**config.mk**
```make
export PLATFORM = sky130hd
export DESIGN_NAME = wb_spi_slave
export DESIGN_NICKNAME = d
export VERILOG_FILES = /design/src/rtl/wb_spi_slave.sv
export SDC_FILE = /design/constraint.sdc
export NUM_CORES = 1
export LEC_CHECK = 0
export BUFFER_PORTS_ARGS = -buffer_cell sky130_fd_sc_hd__buf_2
export CELL_PAD_IN_SITES_DETAIL_PLACEMENT = 0
export CELL_PAD_IN_SITES_GLOBAL_PLACEMENT = 1
export CORE_MARGIN = 5
export CORE_UTILIZATION = 42
export CTS_CLUSTER_DIAMETER = 200
export DETAILED_ROUTE_END_ITERATION = 7
export PLACE_DENSITY_LB_ADDON = 0.1
export SYNTH_ARGS = -nofsm -noshare
export SYNTH_HDL_FRONTEND = slang
export SYNTH_SLANG_ARGS = --single-unit
```
**constraint.sdc**
```tcl
create_clock -name clk -period 3.1 [get_ports clk]
set_input_delay 0.155 -clock clk [delete_from_list [all_inputs] [get_ports clk]]
set_output_delay 0.155 -clock clk [all_outputs]
set_load 0.02 [all_outputs]
```
**src/rtl/wb_spi_slave.sv**
```systemverilog
// wb_spi_slave: Wishbone classic front end for the SPI core with a 4-entry TX FIFO and sticky IRQ.
module wb_spi_slave #(
    parameter int TIMEOUT = 255
) (
    input  logic        clk,
    input  logic        rst,
    input  logic        wb_cyc_i,
    input  logic        wb_stb_i,
    input  logic        wb_we_i,
    input  logic [1:0]  wb_adr_i,
    input  logic [31:0] wb_dat_i,
    output logic [31:0] wb_dat_o,
    output logic        wb_ack_o,
    output logic        wb_err_o,
    output logic        wb_irq_o,
    output logic [10:0] core_din,
    output logic        core_cmd,
    output logic        core_wr,
    output logic        core_rd,
    input  logic [8:0]  core_dout,
    input  logic        core_ack,
    input  logic        core_irq
);
    localparam logic [1:0] S_IDLE = 2'd0, S_ISSUE = 2'd1, S_WAIT = 2'd2, S_BUSACK = 2'd3;
    localparam logic [1:0] K_CMD = 2'd0, K_RD = 2'd1, K_WR = 2'd2;
    logic [1:0] state, kind, wp, rp;
    logic [7:0] cnt;
    logic [7:0] mem [4];
    logic [2:0] count;
    logic [10:0] din_q, shadow;
    logic [31:0] dat_q, status, rd_val;
    logic fast_ack, fast_err, aborted, tmo_hit, irq_q, irq_pend, irq_en, tmo_flag;
    logic req, core_req, fast_hit, empty, full, push, pop, expire, done, rise, st_wr, tx_wr;
    logic unused_dat;
    assign unused_dat = &{1'b0, wb_dat_i[31:11]};
    assign req = wb_cyc_i & wb_stb_i;
    // Only CTRL writes and RXDATA reads touch the core; everything else is answered locally.
    assign core_req = req & ((wb_adr_i == 2'd0 & wb_we_i) | (wb_adr_i == 2'd2 & ~wb_we_i));
    assign fast_hit = req & ~core_req & ~fast_ack & ~fast_err;
    assign st_wr = fast_hit & wb_we_i & wb_adr_i == 2'd3;
    assign tx_wr = fast_hit & wb_we_i & wb_adr_i == 2'd1;
    assign empty = count == 3'd0;
    assign full = count == 3'd4;
    assign push = tx_wr & ~full;
    assign expire = state == S_WAIT & ~core_ack & cnt == 8'(TIMEOUT - 1);
    assign done = state == S_WAIT & (core_ack | expire);
    assign pop = done & kind == K_WR;
    assign rise = core_irq & ~irq_q;
    assign status = {23'b0, irq_en, 1'b0, tmo_flag, irq_pend, count, full, empty};
    assign rd_val = wb_we_i ? 32'b0 : wb_adr_i == 2'd0 ? {21'b0, shadow} : wb_adr_i == 2'd3 ? status : 32'b0;
    assign core_cmd = state == S_ISSUE & kind == K_CMD;
    assign core_wr = state == S_ISSUE & kind == K_WR;
    assign core_rd = state == S_ISSUE & kind == K_RD;
    assign core_din = din_q;
    assign wb_ack_o = fast_ack | (state == S_BUSACK & ~aborted & ~tmo_hit);
    assign wb_err_o = fast_err | (state == S_BUSACK & ~aborted & tmo_hit);
    assign wb_dat_o = wb_ack_o ? dat_q : 32'b0;
    assign wb_irq_o = irq_pend & irq_en;
    always_ff @(posedge clk)
        if (push) mem[wp] <= wb_dat_i[7:0];
    always_ff @(posedge clk) begin
        if (rst) begin
            state <= S_IDLE;
            kind <= K_CMD;
            cnt <= '0;
            wp <= '0;
            rp <= '0;
            count <= '0;
            din_q <= '0;
            shadow <= '0;
            dat_q <= '0;
            fast_ack <= 1'b0;
            fast_err <= 1'b0;
            aborted <= 1'b0;
            tmo_hit <= 1'b0;
            irq_q <= 1'b0;
            irq_pend <= 1'b0;
            irq_en <= 1'b0;
            tmo_flag <= 1'b0;
        end else begin
            fast_ack <= fast_hit & ~(tx_wr & full);
            fast_err <= tx_wr & full;
            irq_q <= core_irq;
            irq_pend <= rise | (irq_pend & ~(st_wr & wb_dat_i[5]));
            tmo_flag <= expire | (tmo_flag & ~(st_wr & wb_dat_i[6]));
            if (st_wr) irq_en <= wb_dat_i[8];
            if (fast_hit) dat_q <= rd_val;
            wp <= wp + 2'(push);
            rp <= rp + 2'(pop);
            count <= count + 3'(push) - 3'(pop);
            case (state)
                S_IDLE: begin
                    aborted <= 1'b0;
                    tmo_hit <= 1'b0;
                    if (core_req) begin
                        state <= S_ISSUE;
                        kind <= wb_adr_i == 2'd0 ? K_CMD : K_RD;
                        din_q <= wb_adr_i == 2'd0 ? wb_dat_i[10:0] : 11'b0;
                        if (wb_adr_i == 2'd0) shadow <= wb_dat_i[10:0];
                        dat_q <= '0;
                    end else if (!empty) begin
                        state <= S_ISSUE;
                        kind <= K_WR;
                        din_q <= {3'b0, mem[rp]};
                    end
                end
                S_ISSUE: begin
                    state <= S_WAIT;
                    cnt <= '0;
                    if (!wb_cyc_i) aborted <= 1'b1;
                end
                S_WAIT: begin
                    if (!wb_cyc_i) aborted <= 1'b1;
                    if (done) begin
                        // Drains finish silently; bus accesses go through BUSACK.
                        state <= kind == K_WR ? S_IDLE : S_BUSACK;
                        tmo_hit <= expire;
                        if (core_ack && kind == K_RD) dat_q <= {23'b0, core_dout};
                    end else begin
                        cnt <= cnt + 8'd1;
                    end
                end
                default: state <= S_IDLE;
            endcase
        end
    end
endmodule

```
==> results.cfg, run 1 <==
[status]
status = finished, final reports clean

[global_routing]
track_usage_pct = 16.4
antenna_found_initial = 0
grt_pass1_wl_um = 18500
grt_max_degree = 33
grt-ovfl-total = 0
use_met3_pct = 5.33
gr-usage-met1_pct = 22.5
grt-busiest-layer = met2
use_met2_pct = 25.1
grt_pass1_vias = 3500

[logic_synthesis]
yosys.cell_types.count = 64
ys_ff_latch = 113
synth_nets = 527
syn_inst = 468
avgSynthCellArea_um2 = 10.5
syn_area_um2 = 4900
ys_seq_area_share_pct = 52.7
ys.flop_type = dfxtp_1
synth_edf_count = 32
async_flop_share_pct = 0
yosysWarnings = 0

[power_and_ir_drop]
p_clk_share_pct = 48.2
power.leakage_uw = 0.00233
combPwrFrac_pct = 10.4
switchingPower_uw = 956
p_sw_share_pct = 25.1
pwr-share-seq_pct = 41.4
power.internal_uw = 2850
ir_worst_vdd_uv = 326
cellPowerDensity_nw_per_um2 = 631

[setup_path]
timing.rr.start = cnt[0]
path_class = reg2reg
cp.required_ns = 3.37
crit_path_top_delay_cell = dfxtp_1
crit_chain = inv_1 -> ha_1 -> and4_1 -> a21oi_1 -> or2_1 -> xnor2_1 -> ha_1 -> inv_1 -> fa_1 -> xor2_1 -> xnor2_1 -> nor2_1
end_kind = register
reg2regPathDepth = 12
cp-start-kind = register
path_max_fanout = 6
r2r-end = count[2]
r2r_slack_ns = 0.49
crit_arrival_ns = 2.88
max_stage_delay_ns = 0.40

[hold_path]
hold_class = in2reg
hold_start = core_dout[8]
min_to = dat_q[8]
whs_path_depth = 3

[final_layout]
layout_common_cells = dfxtp_1 (81), buf_2 (77), nor2b_1 (41), nand2_1 (39), a21oi_1 (36)
multi_input_area_um2 = 2140
layout-drive-gt1-share_pct = 23.1
area_growth_pct = 23.0
fill_cells = 1057
diodes = 0
final_nets = 609
ff_latch_area_um2 = 2580
layout.cells.non_filler = 706
mostFrequentLayoutCell = dfxtp_1

[die]
floorplan.initialDensity_pct = 42.9
num_rows = 39
io_pins = 99
die_area_um2 = 13900
die_w_um = 118
coreArea_um2 = 11400
die-height_um = 118

[sta]
rsz0062_at_grt = false
min_period_ns = 2.61
drv_slew = 0
fin_skew_ns = 0.00950
finalWorstSetupSlack_ns = 0.494
tightest_slew_ns = 1.06
setup-tns-final_ns = 0
setup_viol = 0
hold_viol = 0
fmax_mhz = 384
relSlewSlack_pct = 29.4
timing.final.crit_share_pct = 84.1

[detailed_routing]
vias_per_cell = 5.26
totalWireLength_um = 11300
avgRoutedWirePerCell_um = 16.0
drc = 0
first_pass_iters = 5
vias = 3713
drtIter0Drc = 300
antenna_left = 0

[cts]
cts_setup_buffers = 0
cts-resized-gates = 0
numCtsBuffers = 17
htreeDepth = 4
clkLatencyLatePin_ns = 0.40
clk_pin_slew_worst_paths_ns = 0.05
clock-sinks = 113
cts_tree = yes
cts_buffer_depth = 2
ctsRootBufferMaster = clkbuf_16

[placement]
gp_congestion = 0.763
dp_hpwl_um = 8020
place_ws_ns = 0.497
io_buffer_count = 77
placedCellCount = 668

[flow_run]
max_cap_violations = 0
-- kinds of logic (layout without fill, tap and decap cells) --
logic type | after synthesis | count (layout) | synth area share [%]
adder cells (fa/ha/maj) | 9 | 9 | 2.45
multiplexers | 10 | 10 | 4.09
buffers and inverters | 42 | 137 | 3.65
flip-flops | 113 | 113 | 52.7
AO/OA/AOI/OAI | 110 | 110 | 15.4
AND/OR/NAND/NOR | 178 | 178 | 20.1
XOR/XNOR | 6 | 6 | 1.61
-- Yosys cell counts (8+ instances only) --
| master | number | area [um^2] |
|---|---|---|
| clkbuf_1 | 16 | 60.1 |
| o21ai_1 | 10 | 50.1 |
| ha_1 | 8 | 100 |
| nor2b_1 | 41 | 257 |
| dfxtp_1 | 81 | 1620 |
| nand3_1 | 14 | 70.1 |
| edfxtp_1 | 32 | 961 |
| and2_1 | 27 | 169 |
| o21ai_0 | 8 | 40.0 |
| a211oi_1 | 8 | 60.1 |
| mux4_2 | 8 | 180 |
| nor2_1 | 20 | 75.1 |
| nand2_1 | 39 | 146 |
| a21oi_1 | 36 | 180 |
| inv_1 | 15 | 56.3 |
-- per-stage QoR --
step	cell area (um^2)	hold WS, ns	utilization [%]	total power, uW
final	6030	0.0131	52.8	3800
after global routing	6030	0.00452	52.8	3960
after CTS	6030	0.000903	52.8	3840
after detailed placement	5400	0.358	47.3	1990
after global placement	5400	0.363	47.3	1990
after floorplan	4900	0.254	-	1860
-- layout make-up --
type                            count  area share, %
Tap cell                          143           2.97
Multi-Input combinational cell    313           35.5
Clock inverter                     10           1.39
Clock buffer                       22           8.06
Timing Repair Buffer               90           8.26
Sequential cell                   113           42.9
Inverter                           15          0.934
-- sequential cells by signal (all words and copies together), names as in the netlist --
register	count
fast_ack	1
state	2
cnt	8
fast_err	1
shadow	11
tmo_flag	1
tmo_hit	1
irq_pend	1
core_din	11
irq_en	1
dat_q	32
irq_q	1
count	3
aborted	1
rp	2
mem	32
wp	2
kind	2
-- routing by layer --
layer,up-vias,part of all wire (%)
met2,75,46
met1,1768,49
met4,0,0.64
met3,6,4.7
met5,-,0
li1,1864,-
-- worst max-delay path: cells and delay by family, from the launching register on --
family / cells / cell delay, ns
DFF: 1 / 0.40
and+or+nand+nor: 3 / 0.51
AOI/OAI and AO/OA: 1 / 0.25
buffers and inverters: 2 / 0.13
adders and majority gates: 3 / 0.74
xor gates and xnor gates: 3 / 0.46
-- power groups by stage --
stage | Clock (uW) | Sequential [uW] | Combinational (uW)
CTS | 1870 | 1570 | 398
global placement | 0 | 1600 | 386
floorplan | 0 | 1610 | 256
finish | 1830 | 1570 | 397
detailed placement | 0 | 1600 | 389
global route | 1940 | 1580 | 441
-- worst max-delay path by stage --
stage | start | endpoint | slack [ns] | cells past startpoint
global placement | cnt[0] | count[2] | 0.58 | 12
finish | cnt[0] | count[2] | 0.49 | 12
floorplan | cnt[0] | count[2] | 0.75 | 12
detailed placement | cnt[0] | count[2] | 0.50 | 12
CTS | cnt[0] | count[2] | 0.47 | 12
global route | cnt[0] | count[2] | 0.24 | 12
-- repair_timing --
item / 4_1_cts / 5_1_grt
hold endpoints to repair: 7 / 0
hold buffers: 6 / 0
endpoints found under the setup margin: 0 / 0
No activity file was read; power rests on OpenSTA's default activity.
==> inputs of run 2 (changes only) <==
--- a/config.mk
+++ b/config.mk
@@ -9,7 +9,7 @@
 export CELL_PAD_IN_SITES_DETAIL_PLACEMENT = 0
 export CELL_PAD_IN_SITES_GLOBAL_PLACEMENT = 1
 export CORE_MARGIN = 5
-export CORE_UTILIZATION = 42
+export CORE_UTILIZATION = 38
 export CTS_CLUSTER_DIAMETER = 200
 export DETAILED_ROUTE_END_ITERATION = 7
 export PLACE_DENSITY_LB_ADDON = 0.1
==> constraint.sdc (replaced) <==
create_clock -name clk -period 2.3 [get_ports clk]
set_input_delay 0.115 -clock clk [delete_from_list [all_inputs] [get_ports clk]]
set_output_delay 0.115 -clock clk [all_outputs]
set_load 0.02 [all_outputs]
==> results.cfg, run 2 (synthesis gave the netlist of run 1 again) <==
[sta]
setup_viol = 0
setup-tns-final_ns = 0
timing.final.crit_share_pct = 99.3
fin_skew_ns = 0.00835
hold_ws_ns = 0.0413
drv_slew = 0
relSlewSlack_pct = 64.1
tightest_slew_ns = 0.535
fmax_mhz = 438
min_period_ns = 2.28
hold_viol = 0
rsz0062_at_grt = true
finalWorstSetupSlack_ns = 0.0157

[global_routing]
antenna_found_initial = 0
grt_pass1_vias = 3787
grt-ovfl-total = 0
grt_pass1_wl_um = 19500
track_usage_pct = 16.9
grt_max_degree = 30

[final_layout]
final_nets = 650
mostFrequentLayoutCell = dfxtp_1
layout_common_cells = dfxtp_1 (80), buf_2 (77), nor2b_1 (41), nand2_1 (39), a21oi_1 (35)
area_growth_pct = 31.6
diodes = 0
ff_latch_area_um2 = 2580
reg_top3 = dat_q (32), mem (32)
fill_cells = 1191
fin_area_um2 = 6450
multi_input_area_um2 = 2150
layout-drive-gt1-share_pct = 25.5

[detailed_routing]
vias_per_cell = 4.97
totalWireLength_um = 12000
avgRoutedWirePerCell_um = 15.5
vias = 3856
drc = 0
first_pass_iters = 5
drtIter0Drc = 235
antenna_left = 0

[cts]
cts_tree = yes
clk_pin_slew_worst_paths_ns = 0.05
ctsRootBufferMaster = clkbuf_16
clock-sinks = 113
cts_setup_buffers = 0
htreeDepth = 4
cts_buffer_depth = 2
numCtsBuffers = 17
clkLatencyLatePin_ns = 0.41

[setup_path]
timing.rr.start = cnt[0]
r2r_slack_ns = 0.02
path_class = reg2reg
reg2regPathDepth = 12
path_max_fanout = 2
crit_arrival_ns = 2.57
end_kind = register
cp-start-kind = register
cp.required_ns = 2.59
cp-startpoint = cnt[0]

[die]
floorplan.initialDensity_pct = 38.8
die_area_um2 = 15300
num_rows = 41
io_pins = 99
coreArea_um2 = 12600
die_w_um = 124
die-height_um = 124

[placement]
dp_hpwl_um = 8550
io_buffer_count = 77
place_ws_ns = -0.0198
dpl_cell_area_um2 = 5630
gp_congestion = 0.783

[power_and_ir_drop]
cellPowerDensity_nw_per_um2 = 837
ir_worst_vdd_uv = 462
power.leakage_uw = 0.00253

[flow_run]
max_cap_violations = 0

[hold_path]
hold_start = wb_cyc_i
hold_class = in2reg
whs_path_depth = 3

[status]
status = finished, final reports clean
## run 2: worst max-delay path, cell delays in order (launching register included)
cell	delay, ns
dfxtp_2	0.31
inv_1	0.07
ha_1	0.15
and4_4	0.24
a21oi_2	0.06
or2_1	0.23
xnor2_1	0.16
ha_1	0.17
inv_1	0.05
fa_1	0.38
xor2_1	0.17
xnor2_1	0.13
nor2_1	0.05
## run 2: final timing paths
path	to
setup / recovery	count[2]
setup reg to reg	count[2]
hold / removal	aborted
hold reg to reg	dat_q[24]
## run 2: metal layers
layer	share of wire, %	track usage (%)	vias up
met5	0	0	-
met4	1.1	6.23	0
met3	4.9	4.25	12
met2	45	25.5	92
met1	49	23.3	1813
li1	-	-	1939
## run 2: layout make-up
class / instances / share of cell area [%]
clock inverters: 12 / 2.56
multi-input cells: 313 / 33.3
clock buffers: 20 / 6.77
repair buffers: 131 / 13.1
well taps: 172 / 3.34
inverters: 15 / 0.873
flip-flops and latches: 113 / 40.1
## run 2: stage by stage
step	util, %	power, uW	instances
4_1_cts	51.1	5470	776
6_report	51.1	5400	776
3_5_place_dp	44.6	2750	723
2_1_floorplan	-	2510	468
3_3_place_gp	44.6	2740	723
5_1_grt	51.1	5640	776
## run 2: timing repair
item / CTS / global route
endpoints found under the setup margin: 1 / 1
hold buffers: 21 / 0
pin swaps: 0 / 0
endpoints found under the hold margin: 53 / 0
resized for setup: 1 / 0
## run 2: power breakdown
part	total, uW	switching [uW]	internal (uW)
Combinational	619	402	216
Clock	2670	873	1790
Sequential	2110	22.9	2090
==> inputs of run 3 (changes only) <==
--- a/config.mk
+++ b/config.mk
@@ -9,7 +9,7 @@
 export CELL_PAD_IN_SITES_DETAIL_PLACEMENT = 0
 export CELL_PAD_IN_SITES_GLOBAL_PLACEMENT = 1
 export CORE_MARGIN = 5
-export CORE_UTILIZATION = 38
+export CORE_UTILIZATION = 40
 export CTS_CLUSTER_DIAMETER = 200
 export DETAILED_ROUTE_END_ITERATION = 7
 export PLACE_DENSITY_LB_ADDON = 0.1
==> constraint.sdc (replaced) <==
create_clock -name clk -period 2.8 [get_ports clk]
set_input_delay 0.14 -clock clk [delete_from_list [all_inputs] [get_ports clk]]
set_output_delay 0.14 -clock clk [all_outputs]
set_load 0.02 [all_outputs]
==> results.cfg, run 3 (synthesis gave the netlist of run 1 again) <==
[status]
status = finished, final reports clean

[sta]
finalWorstSetupSlack_ns = 0.217
fmax_mhz = 387
hold_viol = 0
setup-tns-final_ns = 0
relSlewSlack_pct = 44.4
tightest_slew_ns = 0.832
setup_viol = 0
drv_slew = 0
min_period_ns = 2.58
rsz0062_at_grt = false
fin_skew_ns = 0.0128
timing.final.crit_share_pct = 92.2

[final_layout]
layout-drive-gt1-share_pct = 23.2
mostFrequentLayoutCell = dfxtp_1
fin_area_um2 = 6150
layout_common_cells = dfxtp_1 (81), buf_2 (77), nor2b_1 (41), nand2_1 (39), a21oi_1 (36)
multi_input_area_um2 = 2140
ff_latch_area_um2 = 2580
area_growth_pct = 25.4
fill_cells = 1133
diodes = 0
reg_top3 = dat_q (32), mem (32)
final_nets = 624

[flow_run]
max_cap_violations = 0

[hold_path]
hold_start = wb_dat_i[2]
whs_path_depth = 1
hold_class = in2reg
min_to = mem[0][2]

[cts]
ctsHoldBuffers = 16
clkLatencyLatePin_ns = 0.41
clk_pin_slew_worst_paths_ns = 0.05
numCtsBuffers = 17
cts_buffer_depth = 2
htreeDepth = 4
cts_tree = yes
cts_setup_buffers = 0
cts-resized-gates = 0
clock-sinks = 113
ctsRootBufferMaster = clkbuf_16

[detailed_routing]
drc = 0
first_pass_iters = 8
avgRoutedWirePerCell_um = 16.1
antenna_left = 0
vias_per_cell = 5.27
drtIter0Drc = 191
vias = 3821
totalWireLength_um = 11700

[global_routing]
track_usage_pct = 16.4
antenna_found_initial = 0
grt_max_degree = 34
grt-ovfl-total = 0
grt_pass1_vias = 3626
grt_pass1_wl_um = 18700

[setup_path]
timing.rr.start = cnt[0]
cp-start-kind = register
max_stage_delay_ns = 0.41
path_max_fanout = 6
reg2regPathDepth = 12
path_class = reg2reg
crit_path_top_delay_cell = dfxtp_1
r2r-end = count[2]
crit_chain = inv_1 -> ha_1 -> and4_1 -> a21oi_1 -> or2_1 -> xnor2_1 -> ha_1 -> inv_1 -> fa_1 -> xor2_1 -> xnor2_1 -> nor2_1
cp.required_ns = 3.09
r2r_slack_ns = 0.22
crit_arrival_ns = 2.87
end_kind = register

[die]
floorplan.initialDensity_pct = 40.8
io_pins = 99
die-height_um = 121
num_rows = 40
coreArea_um2 = 12000
die_area_um2 = 14600
die_w_um = 121

[power_and_ir_drop]
cellPowerDensity_nw_per_um2 = 678
ir_worst_vdd_uv = 402
power.leakage_uw = 0.00237

[placement]
place_ws_ns = 0.207
dp_hpwl_um = 8250
gp_congestion = 0.806
dpl_cell_area_um2 = 5440
io_buffer_count = 77
-- run 3: worst max path at each step --
stage               startpoint  endpoint  slack, ns
floorplan               cnt[0]  count[2]       0.45
global placement        cnt[0]  count[2]       0.29
detailed placement      cnt[0]  count[2]       0.21
CTS                     cnt[0]  count[2]       0.19
global route            cnt[0]  count[2]       0.02
finish                  cnt[0]  count[2]       0.22
-- run 3: worst max-delay path: cells and delay by family, from the launching register on --
family	cells	cell delay (ns)
buffers and inverters	2	0.14
xor gates and xnor gates	3	0.44
DFF	1	0.41
and+or+nand+nor	3	0.51
adders and majority gates	3	0.73
AOI/OAI and AO/OA	1	0.25
-- run 3: final cells by class --
cell class	instances	area share, %
sequential	113	42.0
multi-input combinational	313	34.8
timing repair buffer	105	10.3
clock buffer	18	6.98
tap	147	2.99
clock inverter	14	1.91
inverter	15	0.916
-- run 3: where the power goes --
part / switching, uW / internal (uW)
combinational: 316 / 142
sequential: 27.5 / 1710
clock: 758 / 1210
total: 1100 / 3060
-- run 3: per-layer routing --
layer	up-vias	track usage, %	part of all wire (%)
met2	86	24.8	45
met1	1841	22.4	49
met5	-	0	0
met3	15	4.44	4.5
li1	1879	-	-
met4	0	6.52	1.5
-- run 3: metrics by stage --
step           util (%)  hold slack [ns]  power (uW)  std cells
2_1_floorplan         -            0.239        2060        468
5_1_grt            51.2          0.00899        4330        725
3_3_place_gp       45.3            0.349        2210        677
3_5_place_dp       45.3            0.349        2210        677
6_report           51.2           0.0159        4170        725
4_1_cts            51.2          0.00639        4210        725
